### config.mk
export PLATFORM = sky130hd
export DESIGN_NAME = digit_select_ctrl
export DESIGN_NICKNAME = d
export VERILOG_FILES = /design/src/rtl/digit_select_ctrl.sv
export SDC_FILE = /design/constraint.sdc
export NUM_CORES = 1
export LEC_CHECK = 0
export BUFFER_PORTS_ARGS = -buffer_cell sky130_fd_sc_hd__clkbuf_2
export CORE_MARGIN = 4
export CORE_UTILIZATION = 43
export DETAILED_ROUTE_END_ITERATION = 8
export PLACE_DENSITY = 0.94
export SYNTH_ARGS = -nofsm -noshare
export SYNTH_HDL_FRONTEND = slang
export SYNTH_SLANG_ARGS = --single-unit
### constraint.sdc
create_clock -name clk -period 4.63 [get_ports clk]
set_input_delay 0.6945 -clock clk [delete_from_list [all_inputs] [get_ports clk]]
set_output_delay 0.6945 -clock clk [all_outputs]
set_load 0.02 [all_outputs]
### src/rtl/digit_select_ctrl.sv
// digit_select_ctrl: sequences residual passes and selects quotient digits.
// Optional sticky overflow flag: define DIGIT_SEL_OVF_DETECT_EN.
module digit_select_ctrl #(
  parameter int UNROLLING    = 64,
  parameter int ADDR_WIDTH   = 7,
  parameter int UPPER_WIDTH  = 5,
  parameter int NUM_CHUNKS   = 4,
  parameter int ONLINE_DELAY = 3,
  parameter int NUM_DIGITS   = 32
) (
  input  logic                   clk,
  input  logic                   asyn_reset_n,
  input  logic                   start,
  input  logic [UNROLLING-1:0]   w_plus_frac,
  input  logic [UNROLLING-1:0]   w_minus_frac,
  input  logic [UPPER_WIDTH-1:0] w_plus_int,
  input  logic [UPPER_WIDTH-1:0] w_minus_int,
  output logic                   w_enable,
  output logic                   refresh,
  output logic [ADDR_WIDTH-1:0]  rd_addr,
  output logic [ADDR_WIDTH-1:0]  wr_addr,
  output logic                   q_plus,
  output logic                   q_minus,
  output logic                   q_valid,
  input  logic                   q_ready,
  output logic                   busy,
  output logic                   done,
  output logic                   ovf
);

  localparam int EW = UPPER_WIDTH + 3;
  localparam int IW = $clog2(ONLINE_DELAY + 2);
  localparam int DW = $clog2(NUM_DIGITS + 1);
  localparam logic [ADDR_WIDTH-1:0] LAST = ADDR_WIDTH'(NUM_CHUNKS - 1);
  localparam logic [ADDR_WIDTH-1:0] ONE = ADDR_WIDTH'(1);
  localparam logic [IW-1:0] OD = IW'(ONLINE_DELAY);
  localparam logic [DW-1:0] ND_M1 = DW'(NUM_DIGITS - 1);
  localparam logic signed [EW-1:0] P_HALF = 2;
  localparam logic signed [EW-1:0] N_HALF = -2;

  typedef enum logic [2:0] {
    S_IDLE, S_LOAD, S_PASS, S_SELECT, S_OUT
  } state_e;

  state_e state_q, state_d;
  logic [ADDR_WIDTH-1:0] cnt_q, cnt_d;
  logic [IW-1:0] iter_q, iter_d;
  logic [DW-1:0] dig_q, dig_d;
  logic [UPPER_WIDTH-1:0] ip_q, ip_d;
  logic [UPPER_WIDTH-1:0] im_q, im_d;
  logic [1:0] fp_q, fp_d, fm_q, fm_d;
  logic qp_q, qp_d, qm_q, qm_d;
  logic done_q, done_d;

  logic signed [EW-1:0] ep, em, est;
  logic sel_pos, sel_neg;
  logic unused_frac;

  // Only the two top fraction bits feed the estimate.
  assign unused_frac = ^{w_plus_frac[UNROLLING-3:0],
                         w_minus_frac[UNROLLING-3:0]};

  // Residual estimate in quarter units, sign-extended operands.
  assign ep = {ip_q[UPPER_WIDTH-1], ip_q, fp_q};
  assign em = {im_q[UPPER_WIDTH-1], im_q, fm_q};
  assign est = ep - em;
  assign sel_pos = est >= P_HALF;
  assign sel_neg = est < N_HALF;

  // State, counters, latched estimate and digit registers.
  always_ff @(posedge clk or negedge asyn_reset_n) begin
    if (!asyn_reset_n) begin
      state_q <= S_IDLE;
      cnt_q   <= '0;
      iter_q  <= '0;
      dig_q   <= '0;
      ip_q    <= '0;
      im_q    <= '0;
      fp_q    <= '0;
      fm_q    <= '0;
      qp_q    <= 1'b0;
      qm_q    <= 1'b0;
      done_q  <= 1'b0;
    end else begin
      state_q <= state_d;
      cnt_q   <= cnt_d;
      iter_q  <= iter_d;
      dig_q   <= dig_d;
      ip_q    <= ip_d;
      im_q    <= im_d;
      fp_q    <= fp_d;
      fm_q    <= fm_d;
      qp_q    <= qp_d;
      qm_q    <= qm_d;
      done_q  <= done_d;
    end
  end

  // Next-state logic: pass sequencing, digit selection, handshake.
  always_comb begin
    state_d = state_q;
    cnt_d   = cnt_q;
    iter_d  = iter_q;
    dig_d   = dig_q;
    ip_d    = ip_q;
    im_d    = im_q;
    fp_d    = fp_q;
    fm_d    = fm_q;
    qp_d    = qp_q;
    qm_d    = qm_q;
    done_d  = 1'b0;
    unique case (state_q)
      S_IDLE: begin
        if (start) begin
          state_d = S_LOAD;
          cnt_d   = '0;
          iter_d  = '0;
          dig_d   = '0;
        end
      end
      S_LOAD: state_d = S_PASS;
      S_PASS: begin
        if (cnt_q == ONE) begin
          ip_d = w_plus_int;
          im_d = w_minus_int;
          fp_d = w_plus_frac[UNROLLING-1 -: 2];
          fm_d = w_minus_frac[UNROLLING-1 -: 2];
        end
        if (cnt_q == LAST) begin
          cnt_d   = '0;
          state_d = S_SELECT;
        end else begin
          cnt_d = cnt_q + ONE;
        end
      end
      S_SELECT: begin
        if (iter_q < OD) begin
          iter_d  = iter_q + IW'(1);
          state_d = S_PASS;
        end else begin
          qp_d    = sel_pos;
          qm_d    = sel_neg;
          state_d = S_OUT;
        end
      end
      S_OUT: begin
        if (q_ready) begin
          dig_d = dig_q + DW'(1);
          if (dig_q == ND_M1) begin
            state_d = S_IDLE;
            done_d  = 1'b1;
          end else begin
            state_d = S_PASS;
          end
        end
      end
      default: state_d = S_IDLE;
    endcase
  end

  assign busy     = state_q != S_IDLE;
  assign w_enable = (state_q == S_LOAD) || (state_q == S_PASS);
  assign refresh  = state_q == S_LOAD;
  assign rd_addr  = (state_q == S_PASS) ? cnt_q : '0;
  assign wr_addr  = rd_addr;
  assign q_valid  = state_q == S_OUT;
  assign q_plus   = qp_q;
  assign q_minus  = qm_q;
  assign done     = done_q;

`ifdef DIGIT_SEL_OVF_DETECT_EN
  localparam logic signed [EW-1:0] P_TWO = 8;
  localparam logic signed [EW-1:0] N_TWO = -8;
  logic ovf_q, ovf_d;

  // Sticky flag for estimates beyond +/-2; cleared by a new load.
  always_comb begin
    ovf_d = ovf_q;
    if (state_q == S_LOAD) begin
      ovf_d = 1'b0;
    end else if (state_q == S_SELECT) begin
      if ((est > P_TWO) || (est < N_TWO)) begin
        ovf_d = 1'b1;
      end
    end
  end

  // Overflow flag register.
  always_ff @(posedge clk or negedge asyn_reset_n) begin
    if (!asyn_reset_n) begin
      ovf_q <= 1'b0;
    end else begin
      ovf_q <= ovf_d;
    end
  end

  assign ovf = ovf_q;
`else
  assign ovf = 1'b0;
`endif

endmodule

==> results.cfg <==
[setup_path]
endpoint_kind = output pin
start_kind = flop
cp.required_ns = 3.94
r2r_slack_ns = 2.29
arrival_ns = 1.75
crit_fanout = 10
rr_startpoint = cnt_q[4]
crit_start = state_q[1]
criticalPathCategory = flop to output pin

[synthesis]
synth_edf_count = 0
ys_async_sr_fraction = 1.00
ys_types = 53
synth_area_um2 = 2090
ys_ff_latch = 36
synth.avg_cell_area_um2 = 9.55
yosys_warnings = 0
netlist_instances = 219
yosysSeqAreaShare = 0.431
syn_nets = 374
yosys_most_used_dff = dfrtp_1

[layout]
final_area_um2 = 2380
drive_gt1_frac = 0.233
n_fill_cell = 426
area_growth_pct = 13.9
nets = 407
num_antenna_cells = 0

[grt]
grt_max_degree = 37
grt_antenna_before_repair = 0
grt-ovfl-total = 0
top_usage_layer = met2
grt_pass1_wl_um = 7410
track_usage = 0.153
grt_pass1_vias = 1678
use_met1 = 0.195
use_met3 = 0.0406
use_met2 = 0.242

[timing]
rsz0062_at_grt = no
max_slew_margin = 0.406
final.min_clock_period_ns = 2.44
maxSlewViolCount = 0
clock_skew_ns = 0.0115
finalHoldViolations = 0
max_freq_mhz = 410
setup_slack_ns = 2.19
fin_setup_tns_ns = 0
post-route-period-util = 0.527
setup_viol_count_final = 0
tightestPinTransition_ns = 0.891

[power]
pwr-share-clk = 0.155
finalPower_mw = 1.55
seq_power_share = 0.322
p_comb_frac = 0.523
p_int_uw = 887
p_leak_nw = 1.17
ir_drop_v = 0.000330
pwr_density_cell_nw_per_um2 = 652
power_switching_uw = 665
swShare = 0.429

[route]
detail-route-antenna-nets = 0
via_count = 1676
drt_iter0_markers = 60
viasPerCell = 5.24
route.detailed.wl_per_inst_um = 13.0
route.detailed.drc = 0
wl_um = 4170
dr.pass1.iters = 4

[clocking]
path_clk_slew_ns = 0.08
ctsLongestPathBuffers = 2
cts_sinks = 36
cts-root-buf = clkbuf_8
clk_latency_ns = 0.29
htree_levels = 2
tritoncts = done
cts_post_setup_buffers_inserted = 0
numCtsBuffers = 5
post_cts_resized = 0
holdBufCountCts = 0

[floorplanning]
chipHeight_um = 77.7
core.rowCount = 25
fp.dieW_um = 77.7
start_util = 0.443
die_area_um2 = 6040
coreArea_um2 = 4720
io_pins = 164

[placement]
dpl.hpwl_um = 3120
gp_congestion = 0.794
place.port_buffers = 38
placed_cell_area_um2 = 2280
place_ws_ns = 2.33

[hold_path]
hold_class = primary input to async pin

[flow_run]
drv_cap = 0

[outcome]
status = complete, no violations
cell type report:
cell class / instances / area, um^2 / area share
clock inverters: 2 / 13.8 / 0.00578
inverters: 14 / 52.6 / 0.0221
multi-input cells: 157 / 1060 / 0.444
flip-flops and latches: 36 / 901 / 0.378
well taps: 67 / 83.8 / 0.0352
clock buffers: 6 / 82.6 / 0.0347
repair buffers: 38 / 190 / 0.0799
routing by layer:
layer,part of all wire,up-vias
li1,-,828
met1,0.46,798
met2,0.47,45
met3,0.048,5
met4,0.017,0
met5,0,-
Yosys cell counts (2+ instances only):
cell	number	share of area
nand2_1	22	0.039
a21oi_1	3	0.0072
nand4_1	2	0.0060
xor2_1	5	0.021
mux2_2	8	0.043
nor3_1	2	0.0048
nor3b_1	3	0.011
and3_1	5	0.015
buf_4	9	0.032
clkbuf_1	2	0.0036
ha_1	12	0.072
inv_1	14	0.025
nand3_1	5	0.012
dfrtp_1	36	0.43
nand2b_1	2	0.0060
nor2_1	16	0.029
nor2b_1	6	0.018
nand3b_1	3	0.011
and2_1	8	0.024
o21ai_0	23	0.055
cells in the final DEF, fill, tap and decap left out, types with 6 or more instances in the layout:
cell type	instances
and2_1	8
clkbuf_2	38
clkbuf_8	6
dfrtp_1	36
ha_1	12
inv_1	14
mux2_2	8
nand2_1	22
nor2_1	16
nor2b_1	6
o21ai_0	23
state kept, by name (all words and copies together), names as in the netlist:
| signal | count |
|---|---|
| dig_q | 6 |
| state_q | 3 |
| done | 1 |
| fm_q | 2 |
| ip_q | 5 |
| iter_q | 3 |
| q_minus | 1 |
| fp_q | 2 |
| im_q | 5 |
| q_plus | 1 |
| cnt_q | 7 |
stage by stage:
stage          hold slack (ns)   util  instances
3_5_place_dp             0.495  0.484        312
6_report                 0.505  0.504        320
3_3_place_gp             0.483  0.484        312
2_1_floorplan            0.399      -        219
4_1_cts                  0.516  0.504        320
5_1_grt                  0.540  0.504        320
critical path, stage by stage, from the launching register on:
cell	delay, ns
dfrtp_1	0.48
nor3b_2	0.53
and2_1	0.25
clkbuf_2	0.18
final timing paths:
| check | to | cells past startpoint |
|---|---|---|
| hold / removal | state_q[2] | 1 |
| setup reg to reg | ip_q[4] | 4 |
| min in group clk | iter_q[2] | 2 |
| setup / recovery | rd_addr[0] | 3 |
| max in group asynchronous | q_minus | 1 |
| hold reg to reg | iter_q[2] | 2 |
power groups by stage:
stage                     Combinational [mW]  Clock (mW)  Sequential (mW)
after floorplan                        0.656           0            0.485
after global placement                 0.772           0            0.496
after detailed placement               0.811           0            0.505
after CTS                              0.815       0.245            0.500
after global routing                   0.920       0.257            0.514
final                                  0.812       0.241            0.499
logic make-up (layout without fill, tap and decap cells):
logic type	count (synthesis)	in the layout	share of synthesized area
multiplexers	8	8	0.0431
XOR/XNOR	6	6	0.0251
buffers and inverters	26	60	0.0634
other	1	1	0.00179
AND/OR/NAND/NOR	83	83	0.211
AO/OA/AOI/OAI	46	46	0.143
adder cells (fa/ha/maj)	13	13	0.0814
flip-flops	36	36	0.431
Power figures use the tool's default switching activity.
